**config.mk**
```make
export PLATFORM = sky130hd
export DESIGN_NAME = trena_receptor_medida
export DESIGN_NICKNAME = d
export VERILOG_FILES = /design/src/rtl/trena_pkg.sv /design/src/rtl/rx_serial_7E2.sv /design/src/rtl/trena_receptor_medida.sv
export SDC_FILE = /design/constraint.sdc
export NUM_CORES = 1
export LEC_CHECK = 0
export CORE_MARGIN = 4
export CORE_UTILIZATION = 30
export CTS_BUF_LIST = sky130_fd_sc_hd__clkbuf_16
export CTS_CLUSTER_DIAMETER = 120
export DETAILED_ROUTE_END_ITERATION = 8
export DONT_BUFFER_PORTS = 1
export GPL_TIMING_DRIVEN = 1
export PLACE_DENSITY_LB_ADDON = 0.3
export SETUP_SLACK_MARGIN = 0.02
export SLEW_MARGIN = 15
export SYNTH_ARGS = -nofsm -noshare
export SYNTH_HDL_FRONTEND = slang
export SYNTH_SLANG_ARGS = --single-unit
```
**constraint.sdc**
```tcl
create_clock -name clock -period 2.45 [get_ports clock]
set_input_delay 0.49 -clock clock [delete_from_list [all_inputs] [get_ports clock]]
set_output_delay 0.49 -clock clock [all_outputs]
set_load 0.05 [all_outputs]
```
**src/rtl/trena_pkg.sv**
```systemverilog
// rtl/trena_pkg.sv - shared constants, state encodings and bit-time helper for the trena receiver
package trena_pkg;

  localparam logic [6:0] ASCII_ZERO = 7'h30;
  localparam logic [6:0] ASCII_NINE = 7'h39;
  localparam logic [6:0] ASCII_HASH = 7'h23;

  typedef enum logic [1:0] {
    E_CENTENA = 2'd0,
    E_DEZENA  = 2'd1,
    E_UNIDADE = 2'd2,
    E_HASH    = 2'd3
  } estado_quadro_t;

  typedef enum logic [2:0] {
    OCIOSO   = 3'd0,
    START    = 3'd1,
    DADOS    = 3'd2,
    PARIDADE = 3'd3,
    STOP1    = 3'd4,
    STOP2    = 3'd5
  } estado_rx_t;

  function automatic int ciclos_bit(input int clock_freq, input int baud);
    return (clock_freq + baud / 2) / baud;
  endfunction

endpackage

```
**src/rtl/rx_serial_7E2.sv**
```systemverilog
// rtl/rx_serial_7E2.sv - 7E2 asynchronous character receiver with input synchronizer
module rx_serial_7E2
  import trena_pkg::*;
#(
  parameter int CICLOS_BIT = 434
) (
  input  logic       clock,
  input  logic       reset,
  input  logic       entrada_serial,
  output logic [6:0] dado,
  output logic       rx_pronto,
  output logic       par_ok,
  output logic       stop_ok
);

  localparam int W = $clog2(CICLOS_BIT + 1);
  localparam logic [W-1:0] FIM_BIT  = W'(CICLOS_BIT - 1);
  localparam logic [W-1:0] MEIO_BIT = W'(CICLOS_BIT / 2 - 1);

  estado_rx_t   estado_q, estado_d;
  logic [1:0]   sinc_q;
  logic         linha_ant_q;
  logic [W-1:0] cnt_q, cnt_d;
  logic [2:0]   nbit_q, nbit_d;
  logic [6:0]   shift_q, shift_d;
  logic         par_q, par_d;
  logic         stop1_q, stop1_d;
  logic [6:0]   dado_q, dado_d;
  logic         rx_pronto_q, rx_pronto_d;
  logic         par_ok_q, par_ok_d;
  logic         stop_ok_q, stop_ok_d;
  logic         linha;
  logic         amostra;

  assign linha = sinc_q[1];

  always_ff @(posedge clock or negedge reset) begin
    if (!reset) begin
      sinc_q      <= 2'b11;
      linha_ant_q <= 1'b1;
      estado_q    <= OCIOSO;
      cnt_q       <= '0;
      nbit_q      <= '0;
      shift_q     <= '0;
      par_q       <= 1'b0;
      stop1_q     <= 1'b0;
      dado_q      <= '0;
      rx_pronto_q <= 1'b0;
      par_ok_q    <= 1'b0;
      stop_ok_q   <= 1'b0;
    end else begin
      sinc_q      <= {sinc_q[0], entrada_serial};
      linha_ant_q <= linha;
      estado_q    <= estado_d;
      cnt_q       <= cnt_d;
      nbit_q      <= nbit_d;
      shift_q     <= shift_d;
      par_q       <= par_d;
      stop1_q     <= stop1_d;
      dado_q      <= dado_d;
      rx_pronto_q <= rx_pronto_d;
      par_ok_q    <= par_ok_d;
      stop_ok_q   <= stop_ok_d;
    end
  end

  always_comb begin
    estado_d    = estado_q;
    cnt_d       = cnt_q + W'(1);
    nbit_d      = nbit_q;
    shift_d     = shift_q;
    par_d       = par_q;
    stop1_d     = stop1_q;
    dado_d      = dado_q;
    par_ok_d    = par_ok_q;
    stop_ok_d   = stop_ok_q;
    rx_pronto_d = 1'b0;
    amostra     = (cnt_q == FIM_BIT);
    case (estado_q)
      // A line held low leaves linha_ant_q low, so no new start until it rises
      OCIOSO: begin
        cnt_d = '0;
        if (linha_ant_q && !linha) estado_d = START;
      end
      START: if (cnt_q == MEIO_BIT) begin
        cnt_d    = '0;
        nbit_d   = '0;
        estado_d = linha ? OCIOSO : DADOS;
      end
      DADOS: if (amostra) begin
        cnt_d   = '0;
        shift_d = {linha, shift_q[6:1]};
        nbit_d  = nbit_q + 3'd1;
        if (nbit_q == 3'd6) estado_d = PARIDADE;
      end
      PARIDADE: if (amostra) begin
        cnt_d    = '0;
        par_d    = linha;
        estado_d = STOP1;
      end
      STOP1: if (amostra) begin
        cnt_d    = '0;
        stop1_d  = linha;
        estado_d = STOP2;
      end
      STOP2: if (amostra) begin
        cnt_d       = '0;
        estado_d    = OCIOSO;
        rx_pronto_d = 1'b1;
        dado_d      = shift_q;
        par_ok_d    = ~(^{shift_q, par_q});
        stop_ok_d   = stop1_q & linha;
      end
      default: estado_d = OCIOSO;
    endcase
  end

  assign dado      = dado_q;
  assign rx_pronto = rx_pronto_q;
  assign par_ok    = par_ok_q;
  assign stop_ok   = stop_ok_q;

endmodule

```
**src/rtl/trena_receptor_medida.sv**
```systemverilog
// rtl/trena_receptor_medida.sv - assembles "<c><d><u>#" frames from the serial line into a BCD measurement
module trena_receptor_medida
  import trena_pkg::*;
#(
  parameter int CLOCK_FREQ = 50_000_000,
  parameter int BAUD       = 115200,
  parameter int CICLOS_BIT = ciclos_bit(CLOCK_FREQ, BAUD)
) (
  input  logic        clock,
  input  logic        reset,
  input  logic        entrada_serial,
  output logic [11:0] medida,
  output logic        pronto,
  output logic        erro_paridade,
  output logic        erro_formato,
  output logic [6:0]  db_caractere,
  output logic [3:0]  db_estado
);

  logic [6:0] rx_dado;
  logic       rx_pronto, rx_par_ok, rx_stop_ok;

  rx_serial_7E2 #(.CICLOS_BIT(CICLOS_BIT)) u_rx (
    .clock          (clock),
    .reset          (reset),
    .entrada_serial (entrada_serial),
    .dado           (rx_dado),
    .rx_pronto      (rx_pronto),
    .par_ok         (rx_par_ok),
    .stop_ok        (rx_stop_ok)
  );

  estado_quadro_t est_q, est_d;
  logic [3:0]  cen_q, cen_d, dez_q, dez_d, uni_q, uni_d;
  logic [11:0] medida_q, medida_d;
  logic        pronto_q, pronto_d;
  logic        ep_q, ep_d, ef_q, ef_d;
  logic [6:0]  car_q, car_d;
  logic        eh_digito, eh_hash;

  always_ff @(posedge clock or negedge reset) begin
    if (!reset) begin
      est_q    <= E_CENTENA;
      cen_q    <= '0;
      dez_q    <= '0;
      uni_q    <= '0;
      medida_q <= '0;
      pronto_q <= 1'b0;
      ep_q     <= 1'b0;
      ef_q     <= 1'b0;
      car_q    <= '0;
    end else begin
      est_q    <= est_d;
      cen_q    <= cen_d;
      dez_q    <= dez_d;
      uni_q    <= uni_d;
      medida_q <= medida_d;
      pronto_q <= pronto_d;
      ep_q     <= ep_d;
      ef_q     <= ef_d;
      car_q    <= car_d;
    end
  end

  always_comb begin
    est_d     = est_q;
    cen_d     = cen_q;
    dez_d     = dez_q;
    uni_d     = uni_q;
    medida_d  = medida_q;
    pronto_d  = 1'b0;
    ep_d      = ep_q;
    ef_d      = ef_q;
    car_d     = car_q;
    eh_digito = (rx_dado >= ASCII_ZERO) && (rx_dado <= ASCII_NINE);
    eh_hash   = (rx_dado == ASCII_HASH);
    if (rx_pronto) begin
      car_d = rx_dado;
      // Content of a character with line errors is untrusted, so only the line flags apply
      if (!rx_par_ok || !rx_stop_ok) begin
        est_d = E_CENTENA;
        if (!rx_par_ok)  ep_d = 1'b1;
        if (!rx_stop_ok) ef_d = 1'b1;
      end else if (est_q == E_HASH) begin
        est_d = E_CENTENA;
        if (eh_hash) begin
          medida_d = {cen_q, dez_q, uni_q};
          pronto_d = 1'b1;
          ep_d     = 1'b0;
          ef_d     = 1'b0;
        end else begin
          ef_d = 1'b1;
        end
      end else if (eh_digito) begin
        case (est_q)
          E_CENTENA: cen_d = rx_dado[3:0];
          E_DEZENA:  dez_d = rx_dado[3:0];
          default:   uni_d = rx_dado[3:0];
        endcase
        est_d = estado_quadro_t'(est_q + 2'd1);
      end else begin
        est_d = E_CENTENA;
        if (!eh_hash) ef_d = 1'b1;
      end
    end
  end

  assign medida        = medida_q;
  assign pronto        = pronto_q;
  assign erro_paridade = ep_q;
  assign erro_formato  = ef_q;
  assign db_caractere  = car_q;
  assign db_estado     = {2'b00, est_q};

endmodule

```
; ---- Yosys cells after proc, flatten, opt, wreduce, memory -nomap -nowiden
; Index checks and enable logic that the tools add are counted.
[word_totals]
input_bits = 3
regBits = 73
output_inout_bits = 26
word_cells = 113
[classes]
n_addsub = 3
magnitude_cmp = 2
muxes = 34
eq_ne = 22
reduce_logical = 26
bitwise = 5
[ops]
columns = cell, n
row1 = 3-bit 2-to-1 mux, 9
row2 = 9-bit one-hot mux with 3 select lines, 1
row3 = 9-bit 2-to-1 mux, 2
row4 = 3-bit one-hot mux with 6 select lines, 1
row5 = 1-bit 2-to-1 mux, 16
row6 = 5-bit AND reduction, 3
row7 = "2-bit by 1-bit != test with 1-bit output, second input constant", 7
row8 = 4-bit AND reduction, 3
row9 = "9-bit by 1-bit adder with 9-bit output, second input constant", 1
row10 = "3-bit equality test, second input constant", 3
row11 = "9-bit by 8-bit equality test with 1-bit output, second input constant", 1
row12 = "9-bit equality test, second input constant", 1
row13 = 2-bit 2-to-1 mux, 4
row14 = 2-bit AND reduction, 4
row15 = 8-bit XOR reduction, 1
row16 = "7-bit by 6-bit equality test with 1-bit output, second input constant", 1
row17 = "7-bit by 6-bit greater-or-equal comparator with 1-bit output, second input constant", 1
row18 = "7-bit by 6-bit less-or-equal comparator with 1-bit output, second input constant", 1
row19 = 7-bit AND reduction, 1
row20 = "3-bit by 2-bit equality test with 1-bit output, second input constant", 2
row21 = "3-bit by 1-bit != test with 1-bit output, second input constant", 2
row22 = 3-bit one-hot mux with 2 select lines, 1
row23 = 2-bit nonzero test, 3
row24 = "2-bit != test, second input constant", 2
row25 = other kinds (15), 21

; ---- Longest topological paths before layout
; Gate-level depths: netlist of the first run.
[logic_depth]
word_depth = 5
depth_mapped = 7
mapped_depth_nobuf = 6

; ---- Cells and area by module
; A second synthesis of the first run with hierarchy kept.
[hier_totals]
cells_unflattened = 242
hier_area_um2 = 3316.9
[by_module_without_submodules]
columns = mod, n_inst, area_each_um2, seq_area_each_um2, cells_per_inst
row1 = rx_serial_7E2, 1, 1757.9, 929.6, 138
row2 = trena_receptor_medida, 1, 1559.0, 900.9, 104

; ---- Worst setup path before layout of the first run
; No wires, ideal clock.
[synth_timing]
path_type = register to register
from = register est_q[0]
to = register cen_q[0]
synth_period_minus_slack_ns = 1.895
n_path_buf = 0
setup_time_ns = 0.128
t_required_ns = 2.322
arrival_time_ns = 1.767
slack_ns = 0.555
stages_incl_launch_ff = 5
cell_sequence = dfrtp_1 ha_1 nor4b_4 nand3_2 mux2_1
[synth_via]
elab_chain_cells = 3
elab_cells_between_ends = 4
classes_between = eq/ne (1) / bitwise (1) / reduce/logical (2)
[synth_lines]
columns = item, line_no
row1 = from (decl), trena_receptor_medida.sv:33  ; estado_quadro_t est_q, est_d;
row2 = from (signal assigned), trena_receptor_medida.sv:53  ; est_q <= est_d;
row3 = 2-bit equality test, trena_receptor_medida.sv:84  ; end else if (est_q == E_HASH) begin
row4 = 1-bit NOT (no line), n/a
row5 = 5-bit AND reduction (no line) *, n/a
row6 = to (signal assigned), trena_receptor_medida.sv:54  ; cen_q <= cen_d;
row7 = to (decl), trena_receptor_medida.sv:34  ; logic [3:0] cen_q, cen_d, dez_q, dez_d, uni_q, uni_d;
; Mark *: on every way between the ends. The rest lies on a longest branch, timed or not.
; A chain may end at the register's enable or synchronous reset.

; ---- Worst setup path in the final report of the first run
[layout_timing]
from = register u_rx.cnt_q[1]
to = register u_rx.dado_q[6], in the netlist u_rx.dado[6]
[layout_via]
elab_chain_cells = 2
[layout_lines]
columns = item, line_no
row1 = from (decl), rx_serial_7E2.sv:23  ; logic [W-1:0] cnt_q, cnt_d;
row2 = from (signal assigned), rx_serial_7E2.sv:55  ; cnt_q <= cnt_d;
row3 = 9-bit equality test, rx_serial_7E2.sv:78  ; amostra = (cnt_q == FIM_BIT);
row4 = 2-bit AND reduction (no line), n/a
row5 = to (signal assigned), rx_serial_7E2.sv:60  ; dado_q <= dado_d;
row6 = to (decl), rx_serial_7E2.sv:28  ; logic [6:0] dado_q, dado_d;
; No other way between the ends.

==> results.py, run 1 <==
metrics = {
    "worst_setup_path": {
        "required_ns": 2.66,
        "path_class": "reg -> reg",
        "startpoint": "u_rx.cnt_q[1]$_DFF_PN0_",
        "end_kind": "register",
        "cp-endpoint": "u_rx.dado[6]$_DFFE_PN0P_",
        "critPathMaxFanout": 10,
        "r2r_start": "u_rx.cnt_q[1]$_DFF_PN0_",
        "crit_chain": "inv_1, ha_1, and4bb_2, and2_4, and4b_1, buf_4, mux2_4",
        "crit_slowest_cell": "dfrtp_1",
        "ff2ff_path_depth": 7,
        "crit_path_max_incr_delay_ns": 0.42,
        "r2r-end": "u_rx.dado[6]$_DFFE_PN0P_",
        "arrival_ns": 2.12,
        "critPathLaunchType": "register",
        "rrSetupSlack_ns": 0.54,
    },
    "sta": {
        "max_freq_mhz": 523,
        "clock_skew_ns": 0.00390,
        "setup_viol": 0,
        "post-route-min-period_ns": 1.91,
        "post-route-period-util": 0.780,
        "hold_viol": 0,
        "setup_slack_ns": 0.538,
        "finalSetupTns_ns": 0,
        "rsz0062_at_grt": "false",
        "drv_slew": 0,
    },
    "pwr": {
        "seqPwrFrac": 0.480,
        "p_switching_uw": 715,
        "finalPower_mw": 2.88,
        "pwr-share-clk": 0.448,
        "combPwrFrac": 0.072,
        "p_int_mw": 2.16,
        "max-vdd-ir-drop_uv": 346,
        "power.density_mw_per_mm2": 758,
        "leakagePower_nw": 1.80,
        "switching_share": 0.248,
    },
    "logic_synthesis": {
        "synth-simple-area-share": 0.111,
        "synthCells": 239,
        "synth_cell_type_count": 45,
        "synth_edf_count": 0,
        "synth.yosys.seq_area_share": 0.555,
        "synth_xor_xnor_area_share": 0.0398,
        "synth_top_family_by_area": "multiplexers",
        "synth_compound_area_frac": 0.0379,
        "synthArstFlopShare": 1.00,
        "syn_area_sq_mm": 0.00330,
        "yosysWarnings": 0,
        "netlist.area_leader.share": 0.531,
        "synth_ff_type": "dfrtp_1",
        "synthTopCellsByArea": "dfrtp_1 53%, mux2_2 7.8%, mux2_4 7.3%",
        "synthMuxAreaShare": 0.191,
        "synth_top_cell_by_area": "dfrtp_1",
        "syn_avg_cell_area_sq_um": 13.8,
        "synthAdderAreaFrac": 0.0341,
        "yosys_register_bits": 73,
    },
    "route": {
        "wirelength_microns": 5890,
        "drc": 0,
        "vias": 1838,
        "drt_pass1_iterations": 6,
        "drtAntennaViolNets": 0,
        "vias_per_cell": 4.65,
        "drt-wirelength-per-cell_microns": 14.9,
        "drtIter0Drc": 104,
    },
    "clock_network": {
        "clk-insertion-delay-late_ns": 0.32,
        "htree_levels": 3,
        "cts.repair.resized": 0,
        "cts_buffer_depth": 2,
        "cts_sinks": 73,
        "cts_root_buffer": "clkbuf_16",
        "path_clk_slew_ns": 0.06,
        "cts_tree": "built",
        "cts_buffers": 9,
    },
    "floorplan": {
        "die_w_microns": 113,
        "fp.dieH_microns": 113,
        "num_rows": 38,
        "io_pins": 29,
        "initial_core_util": 0.306,
        "core_sq_mm": 0.0108,
        "die-area_sq_mm": 0.0127,
    },
    "global_route": {
        "grt_antenna_before_repair": 0,
        "track_usage": 0.0984,
        "overflow": 0,
        "grt_pass1_vias": 1926,
        "grt_max_degree": 71,
        "grt_pass1_wl_microns": 9890,
    },
    "final_layout": {
        "layout_commonest_cell": "dfrtp_1",
        "drive_above_1_share": 0.294,
        "n_antenna_cell": 0,
        "area_delta_synth_final_pct": 15.0,
        "final_nets": 262,
        "fillCellCount": 1028,
        "mostFrequentLayoutCells": "70 x dfrtp_1, 23 x mux2_2, 16 x mux2_4, 12 x nor2_1",
    },
    "place": {
        "io_buffers": 0,
        "gp_congestion": 0.687,
        "hpwl_microns": 3890,
        "dp_slack_ns": 0.533,
    },
    "flow_run": {
        "maxCapViolCount": 0,
    },
    "outcome": {
        "status": "complete, no violations",
    },
    "min_path": {
        "hp-class": "in -> async",
    },
}
==> stage by stage <==
step | utilization | area (sq um) | hold slack (ns) | std cells
2_1_floorplan | - | 3300 | 0.194 | 240
3_3_place_gp | 0.321 | 3460 | 0.196 | 377
3_5_place_dp | 0.321 | 3460 | 0.196 | 377
4_1_cts | 0.352 | 3800 | 0.0624 | 395
5_1_grt | 0.352 | 3800 | 0.0579 | 395
6_report | 0.352 | 3800 | 0.0368 | 395
==> worst max-delay path: cells and delay by family (launching register included) <==
family	cells	cell delay [ns]
AND/OR/NAND/NOR	3	0.60
flip-flops	1	0.42
adder cells (fa/ha/maj)	1	0.14
multiplexers	1	0.31
buffers and inverters	2	0.31
==> layer usage <==
layer	up-vias	global-route usage	share of wire
met4	0	0.0313	0.0090
met1	934	0.119	0.44
met3	5	0.0444	0.066
met2	37	0.157	0.48
li1	862	-	-
met5	-	0	0
==> final cells by class <==
type,count,area [sq um],area share
multi-input combinational,147,1370,0.361
clock buffer,9,225,0.0593
tap,140,175,0.0461
clock inverter,7,70.1,0.0185
inverter,11,41.3,0.0109
timing repair buffer,8,82.6,0.0218
sequential,73,1830,0.482
==> power by group through the flow <==
stage,clock network (mW),logic [mW],registers (mW)
3_3_place_gp,0,0.175,1.40
3_5_place_dp,0,0.180,1.40
5_1_grt,1.37,0.243,1.40
2_1_floorplan,0,0.158,1.37
6_report,1.29,0.207,1.38
4_1_cts,1.32,0.212,1.38
==> kinds of logic (layout without fill, tap and decap cells) <==
logic type | after synthesis | in the layout
and+or+nand+nor | 53 | 53
muxes | 51 | 51
adders and majority gates | 9 | 9
other | 1 | 2
DFF | 73 | 73
AOI/OAI and AO/OA | 17 | 17
xor gates and xnor gates | 15 | 15
buffers and inverters | 20 | 35
==> what timing repair did <==
action / CTS / global route
buffers inserted: 0 / 0
hold endpoints to repair: 70 / 0
hold buffers: 2 / 0
==> cells in the mapped netlist (all sizes together) (3+ instances only) <==
library cell and count:
dfrtp 70, mux2 47, nand3 14, nor2 12, inv 11, buf 9
ha 9, xnor2 9, xor2 6, o21ai 5, and4b 4, mux2i 4
nand2 4, a21oi 3, dfstp 3, nand4 3, nor3b 3
==> worst min-delay path by stage <==
stage / to / slack (ns) / depth (start not counted)
2_1_floorplan: cen_q[0]$_DFFE_PN0P_ / 0.19 / 0
5_1_grt: pronto$_DFF_PN0_ / 0.06 / 1
3_5_place_dp: pronto$_DFF_PN0_ / 0.20 / 0
4_1_cts: pronto$_DFF_PN0_ / 0.06 / 1
3_3_place_gp: pronto$_DFF_PN0_ / 0.20 / 0
6_report: pronto$_DFF_PN0_ / 0.04 / 1
==> state kept, by name (all words and copies together), names as in the netlist, 2 cells and up <==
| name | flops |
|---|---|
| uni_q | 4 |
| u_rx.nbit_q | 3 |
| cen_q | 4 |
| u_rx.estado_q | 3 |
| u_rx.dado | 7 |
| medida | 12 |
| u_rx.sinc_q | 2 |
| u_rx.cnt_q | 9 |
| dez_q | 4 |
| est_q | 2 |
| db_caractere | 7 |
| u_rx.shift_q | 7 |
(Power assumes the default switching activity.)
==> run 2: changes to the inputs <==
==> constraint.sdc (replaced) <==
create_clock -name clock -period 1.8 [get_ports clock]
set_input_delay 0.36 -clock clock [delete_from_list [all_inputs] [get_ports clock]]
set_output_delay 0.36 -clock clock [all_outputs]
set_load 0.05 [all_outputs]
==> results.py, run 2 (same netlist as run 1, synthesis figures left out) <==
metrics = {
    "outcome": {
        "status": "finished, violations left",
        "violations": "negative hold slack",
    },
    "pwr": {
        "leakagePower_nw": 1.91,
        "max-vdd-ir-drop_uv": 492,
        "p_switching_mw": 1.04,
        "finalPower_mw": 4.02,
        "seqPwrFrac": 0.451,
        "switching_share": 0.259,
        "power.density_mw_per_mm2": 996,
        "p_int_mw": 2.98,
        "combPwrFrac": 0.130,
        "pwr-share-clk": 0.420,
    },
    "global_route": {
        "overflow": 0,
        "grt_max_degree": 74,
        "grt_pass1_vias": 1945,
        "track_usage": 0.102,
        "grt_pass1_wl_microns": 10100,
        "grt_antenna_before_repair": 0,
    },
    "route": {
        "wirelength_microns": 6160,
        "drt_pass1_iterations": 4,
        "drt-wirelength-per-cell_microns": 14.7,
        "drtIter0Drc": 60,
        "vias_per_cell": 4.61,
        "drc": 0,
        "drtAntennaViolNets": 0,
        "vias": 1937,
    },
    "final_layout": {
        "final_core_util": 0.374,
        "mostFrequentLayoutCells": "68 x dfrtp_1, 27 x buf_4, 23 x mux2_2, 16 x mux2_4",
        "post-route-cell-area_sq_mm": 0.00403,
        "largest_reg_flops": 12,
        "drive_above_1_share": 0.407,
        "area_delta_synth_final_pct": 22.2,
        "final_nets": 287,
        "layout_commonest_cell": "dfrtp_1",
        "n_antenna_cell": 0,
        "final_cells": 420,
    },
    "worst_setup_path": {
        "critPathMaxFanout": 10,
        "arrival_ns": 2.00,
        "end_kind": "register",
        "required_ns": 2.01,
        "path_class": "reg -> reg",
        "critPathLaunchType": "register",
    },
    "sta": {
        "holdWs_ns": -0.286,
        "clock_skew_ns": 0.00978,
        "max_freq_mhz": 560,
        "setup_viol": 0,
        "tightest_slew_ns": 0.552,
        "hold_viol": 73,
        "post-route-min-period_ns": 1.79,
        "rsz0062_at_grt": "true",
        "post-route-period-util": 0.993,
        "setup_slack_ns": 0.0133,
        "drv_slew": 0,
        "slew_headroom": 0.631,
    },
    "clock_network": {
        "htree_levels": 3,
        "path_clk_slew_ns": 0.07,
        "cts_sinks": 73,
        "cts_tree": "built",
        "clk-insertion-delay-late_ns": 0.33,
        "cts_buffer_depth": 2,
        "cts_buffers": 9,
        "cts_root_buffer": "clkbuf_16",
    },
    "place": {
        "io_buffers": 0,
        "placed_cells": 394,
        "dp_slack_ns": -0.00219,
        "dpl_cell_area_sq_mm": 0.00362,
        "gp_congestion": 0.775,
        "hpwl_microns": 4130,
    },
    "floorplan": {
        "die_w_microns": 113,
        "io_pins": 29,
        "num_rows": 38,
        "initial_core_util": 0.306,
        "core_sq_mm": 0.0108,
        "die-area_sq_mm": 0.0127,
        "fp.dieH_microns": 113,
    },
    "flow_run": {
        "maxCapViolCount": 0,
    },
    "min_path": {
        "hp-class": "in -> async",
    },
}
-- run 2: cell types whose count changed in the layout (fill, tap and decap cells not counted), sizes merged --
cell	change
clkinvlp	-2
buf	+25
inv	+3
bufinv	-1
nand3	+1
dlygate4sd3	-1
-- run 2: area by class of cell --
type,count,area (sq um)
multi-input combinational,148,1430
fill,1024,6760
sequential,73,1830
inverter,11,41.3
timing repair buffer,32,270
clock buffer,9,225
tap,140,175
clock inverter,7,60.1
-- run 2: final timing paths --
kind | endpoint | depth (start not counted) | start | slack [ns]
setup reg to reg | u_rx.dado[6]$_DFFE_PN0P_ | 7 | u_rx.cnt_q[1]$_DFF_PN0_ | 0.01
min in group clock | u_rx.sinc_q[0]$_DFF_PN1_ | 0 | entrada_serial | 0.03
hold / removal | medida[4]$_DFFE_PN0P_ | 0 | reset | -0.29
max in group asynchronous | u_rx.sinc_q[0]$_DFF_PN1_ | 0 | reset | 1.88
setup / recovery | u_rx.dado[6]$_DFFE_PN0P_ | 7 | u_rx.cnt_q[1]$_DFF_PN0_ | 0.01
hold reg to reg | u_rx.sinc_q[1]$_DFF_PN1_ | 0 | u_rx.sinc_q[0]$_DFF_PN1_ | 0.36
-- run 2: through the flow --
step | setup TNS (ns) | hold WS (ns)
5_1_grt | -1.05 | -0.309
6_report | 0 | -0.286
3_5_place_dp | -0.00219 | 0.0661
2_1_floorplan | 0 | 0.0644
3_3_place_gp | 0 | 0.0660
4_1_cts | -0.0385 | -0.300
-- run 2: metal layers --
metal	global-route usage	up-vias	part of all wire
met4	0.0385	0	0.021
met3	0.0406	10	0.058
met1	0.126	969	0.44
li1	-	915	-
met2	0.160	43	0.48
met5	0	-	0
-- run 2: timing repair --
action | in CTS | in global routing
setup endpoints to repair | 17 | 27
gates cloned | 1 | 1
pin swaps | 1 | 2
gates resized for setup | 1 | 15
hold endpoints to repair | 73 | 73
buffers inserted | 1 | 7
-- run 2: power by group through the flow --
stage,registers [mW],logic (mW),clock network (mW)
global placement,1.84,0.424,0
finish,1.81,0.521,1.69
detailed placement,1.84,0.429,0
floorplan,1.87,0.215,0
global route,1.83,0.592,1.82
CTS,1.81,0.433,1.75
-- run 2: critical path, cell delays in order (launching register included) --
cell,delay [ns]
dfrtp_1,0.40
inv_2,0.07
ha_1,0.14
and4bb_2,0.24
and2_4,0.14
and4b_2,0.24
buf_12,0.14
mux2_4,0.29
==> run 3: changes to the inputs <==
==> constraint.sdc (replaced) <==
create_clock -name clock -period 1.8 [get_ports clock]
set_input_delay 0.18 -clock clock [delete_from_list [all_inputs] [get_ports clock]]
set_output_delay 0.18 -clock clock [all_outputs]
set_load 0.05 [all_outputs]
==> results.py, run 3 (same netlist as run 1, synthesis figures left out) <==
metrics = {
    "place": {
        "io_buffers": 0,
        "gp_congestion": 0.775,
        "dpl_cell_area_sq_mm": 0.00362,
        "hpwl_microns": 4130,
        "dp_slack_ns": -0.00219,
        "placed_cells": 394,
    },
    "pwr": {
        "power.density_mw_per_mm2": 994,
        "p_switching_mw": 1.04,
        "seqPwrFrac": 0.450,
        "p_int_mw": 2.98,
        "pwr-share-clk": 0.420,
        "leakagePower_nw": 1.92,
        "combPwrFrac": 0.130,
        "switching_share": 0.259,
        "max-vdd-ir-drop_uv": 492,
        "finalPower_mw": 4.02,
    },
    "sta": {
        "setup_slack_ns": 0.0159,
        "tightest_slew_ns": 0.549,
        "post-route-period-util": 0.991,
        "drv_slew": 0,
        "clock_skew_ns": 0.00979,
        "max_freq_mhz": 561,
        "holdWs_ns": -0.466,
        "hold_viol": 73,
        "post-route-min-period_ns": 1.78,
        "finalSetupTns_ns": 0,
        "rsz0062_at_grt": "true",
        "slew_headroom": 0.634,
        "setup_viol": 0,
    },
    "clock_network": {
        "cts_buffer_depth": 2,
        "cts_buffers": 9,
        "htree_levels": 3,
        "cts_root_buffer": "clkbuf_16",
        "path_clk_slew_ns": 0.07,
        "ctsHoldBuffers": 1,
        "cts_sinks": 73,
        "cts_tree": "built",
        "clk-insertion-delay-late_ns": 0.33,
    },
    "final_layout": {
        "n_antenna_cell": 0,
        "area_delta_synth_final_pct": 22.5,
        "largest_reg_flops": 12,
        "post-route-cell-area_sq_mm": 0.00404,
        "mostFrequentLayoutCells": "68 x dfrtp_1, 27 x buf_4, 23 x mux2_2, 16 x mux2_4",
        "layout_commonest_cell": "dfrtp_1",
        "final_cells": 421,
        "final_core_util": 0.375,
        "drive_above_1_share": 0.406,
        "final_nets": 288,
    },
    "worst_setup_path": {
        "critPathLaunchType": "register",
        "crit_chain": "inv_2, ha_1, and4bb_2, and2_4, and4b_2, buf_12, mux2_4",
        "path_buf_inv": 2,
        "arrival_ns": 2.00,
        "crit_path_max_incr_delay_ns": 0.39,
        "crit_slowest_cell": "dfrtp_1",
        "crit_family": "simple AND/OR/NAND/NOR gates",
        "path_class": "reg -> reg",
        "required_ns": 2.01,
        "end_kind": "register",
        "critPathMaxFanout": 10,
    },
    "floorplan": {
        "core_sq_mm": 0.0108,
        "fp.dieH_microns": 113,
        "die-area_sq_mm": 0.0127,
        "initial_core_util": 0.306,
        "num_rows": 38,
        "die_w_microns": 113,
        "io_pins": 29,
    },
    "global_route": {
        "grt_antenna_before_repair": 0,
        "grt_pass1_vias": 1949,
        "track_usage": 0.102,
        "overflow": 0,
        "grt_pass1_wl_microns": 10100,
        "grt_max_degree": 74,
    },
    "flow_run": {
        "maxCapViolCount": 0,
    },
    "route": {
        "vias": 1941,
        "vias_per_cell": 4.61,
        "drtIter0Drc": 57,
        "wirelength_microns": 6150,
        "drc": 0,
        "drt-wirelength-per-cell_microns": 14.6,
        "drtAntennaViolNets": 0,
        "drt_pass1_iterations": 4,
    },
    "outcome": {
        "violations": "negative hold slack",
        "status": "finished, violations left",
    },
    "min_path": {
        "hp-class": "in -> async",
    },
}
run 3: layer usage:
layer	GRT usage	share of wire	vias up
met5	0	0	-
met4	0.0385	0.021	0
met3	0.0406	0.057	10
met2	0.160	0.48	39
met1	0.126	0.44	974
li1	-	-	918
run 3: cell type report:
class                   count  area [sq um]
multi-input cells         148          1430
fillers                  1026          6750
clock buffers               9           225
inverters                  11          41.3
well taps                 140           175
clock inverters             7          60.1
flip-flops and latches     73          1830
repair buffers             33           280
run 3: repair_timing:
action,CTS,global route
cloned,1,1
resized for setup,1,15
pin swaps,1,2
endpoints found under the hold margin,74,73
endpoints found under the setup margin,17,27
setup buffers,1,7
run 3: final timing paths:
kind                                           from                       end  slack, ns  depth (start not counted)
max                         u_rx.cnt_q[1]$_DFF_PN0_  u_rx.dado[6]$_DFFE_PN0P_       0.02                          7
min                                           reset     medida[4]$_DFFE_PN0P_      -0.47                          0
max reg2reg                 u_rx.cnt_q[1]$_DFF_PN0_  u_rx.dado[6]$_DFFE_PN0P_       0.02                          7
min reg2reg                u_rx.sinc_q[0]$_DFF_PN1_  u_rx.sinc_q[1]$_DFF_PN1_       0.36                          0
max in group asynchronous                     reset  u_rx.sinc_q[0]$_DFF_PN1_       2.06                          0
min in group clock         u_rx.sinc_q[0]$_DFF_PN1_  u_rx.sinc_q[1]$_DFF_PN1_       0.36                          0
run 3: worst register-to-register path, stage by stage, from the launching register on:
cell and delay, ns:
dfrtp_1 0.39, inv_2 0.07, ha_1 0.14, and4bb_2 0.24, and2_4 0.14, and4b_2 0.24
buf_12 0.14, mux2_4 0.30
run 3: power groups by stage:
stage	clock network (mW)	logic [mW]	registers, mW
floorplan	0	0.215	1.87
global placement	0	0.424	1.84
detailed placement	0	0.429	1.84
CTS	1.75	0.434	1.81
global route	1.82	0.594	1.83
finish	1.69	0.522	1.81
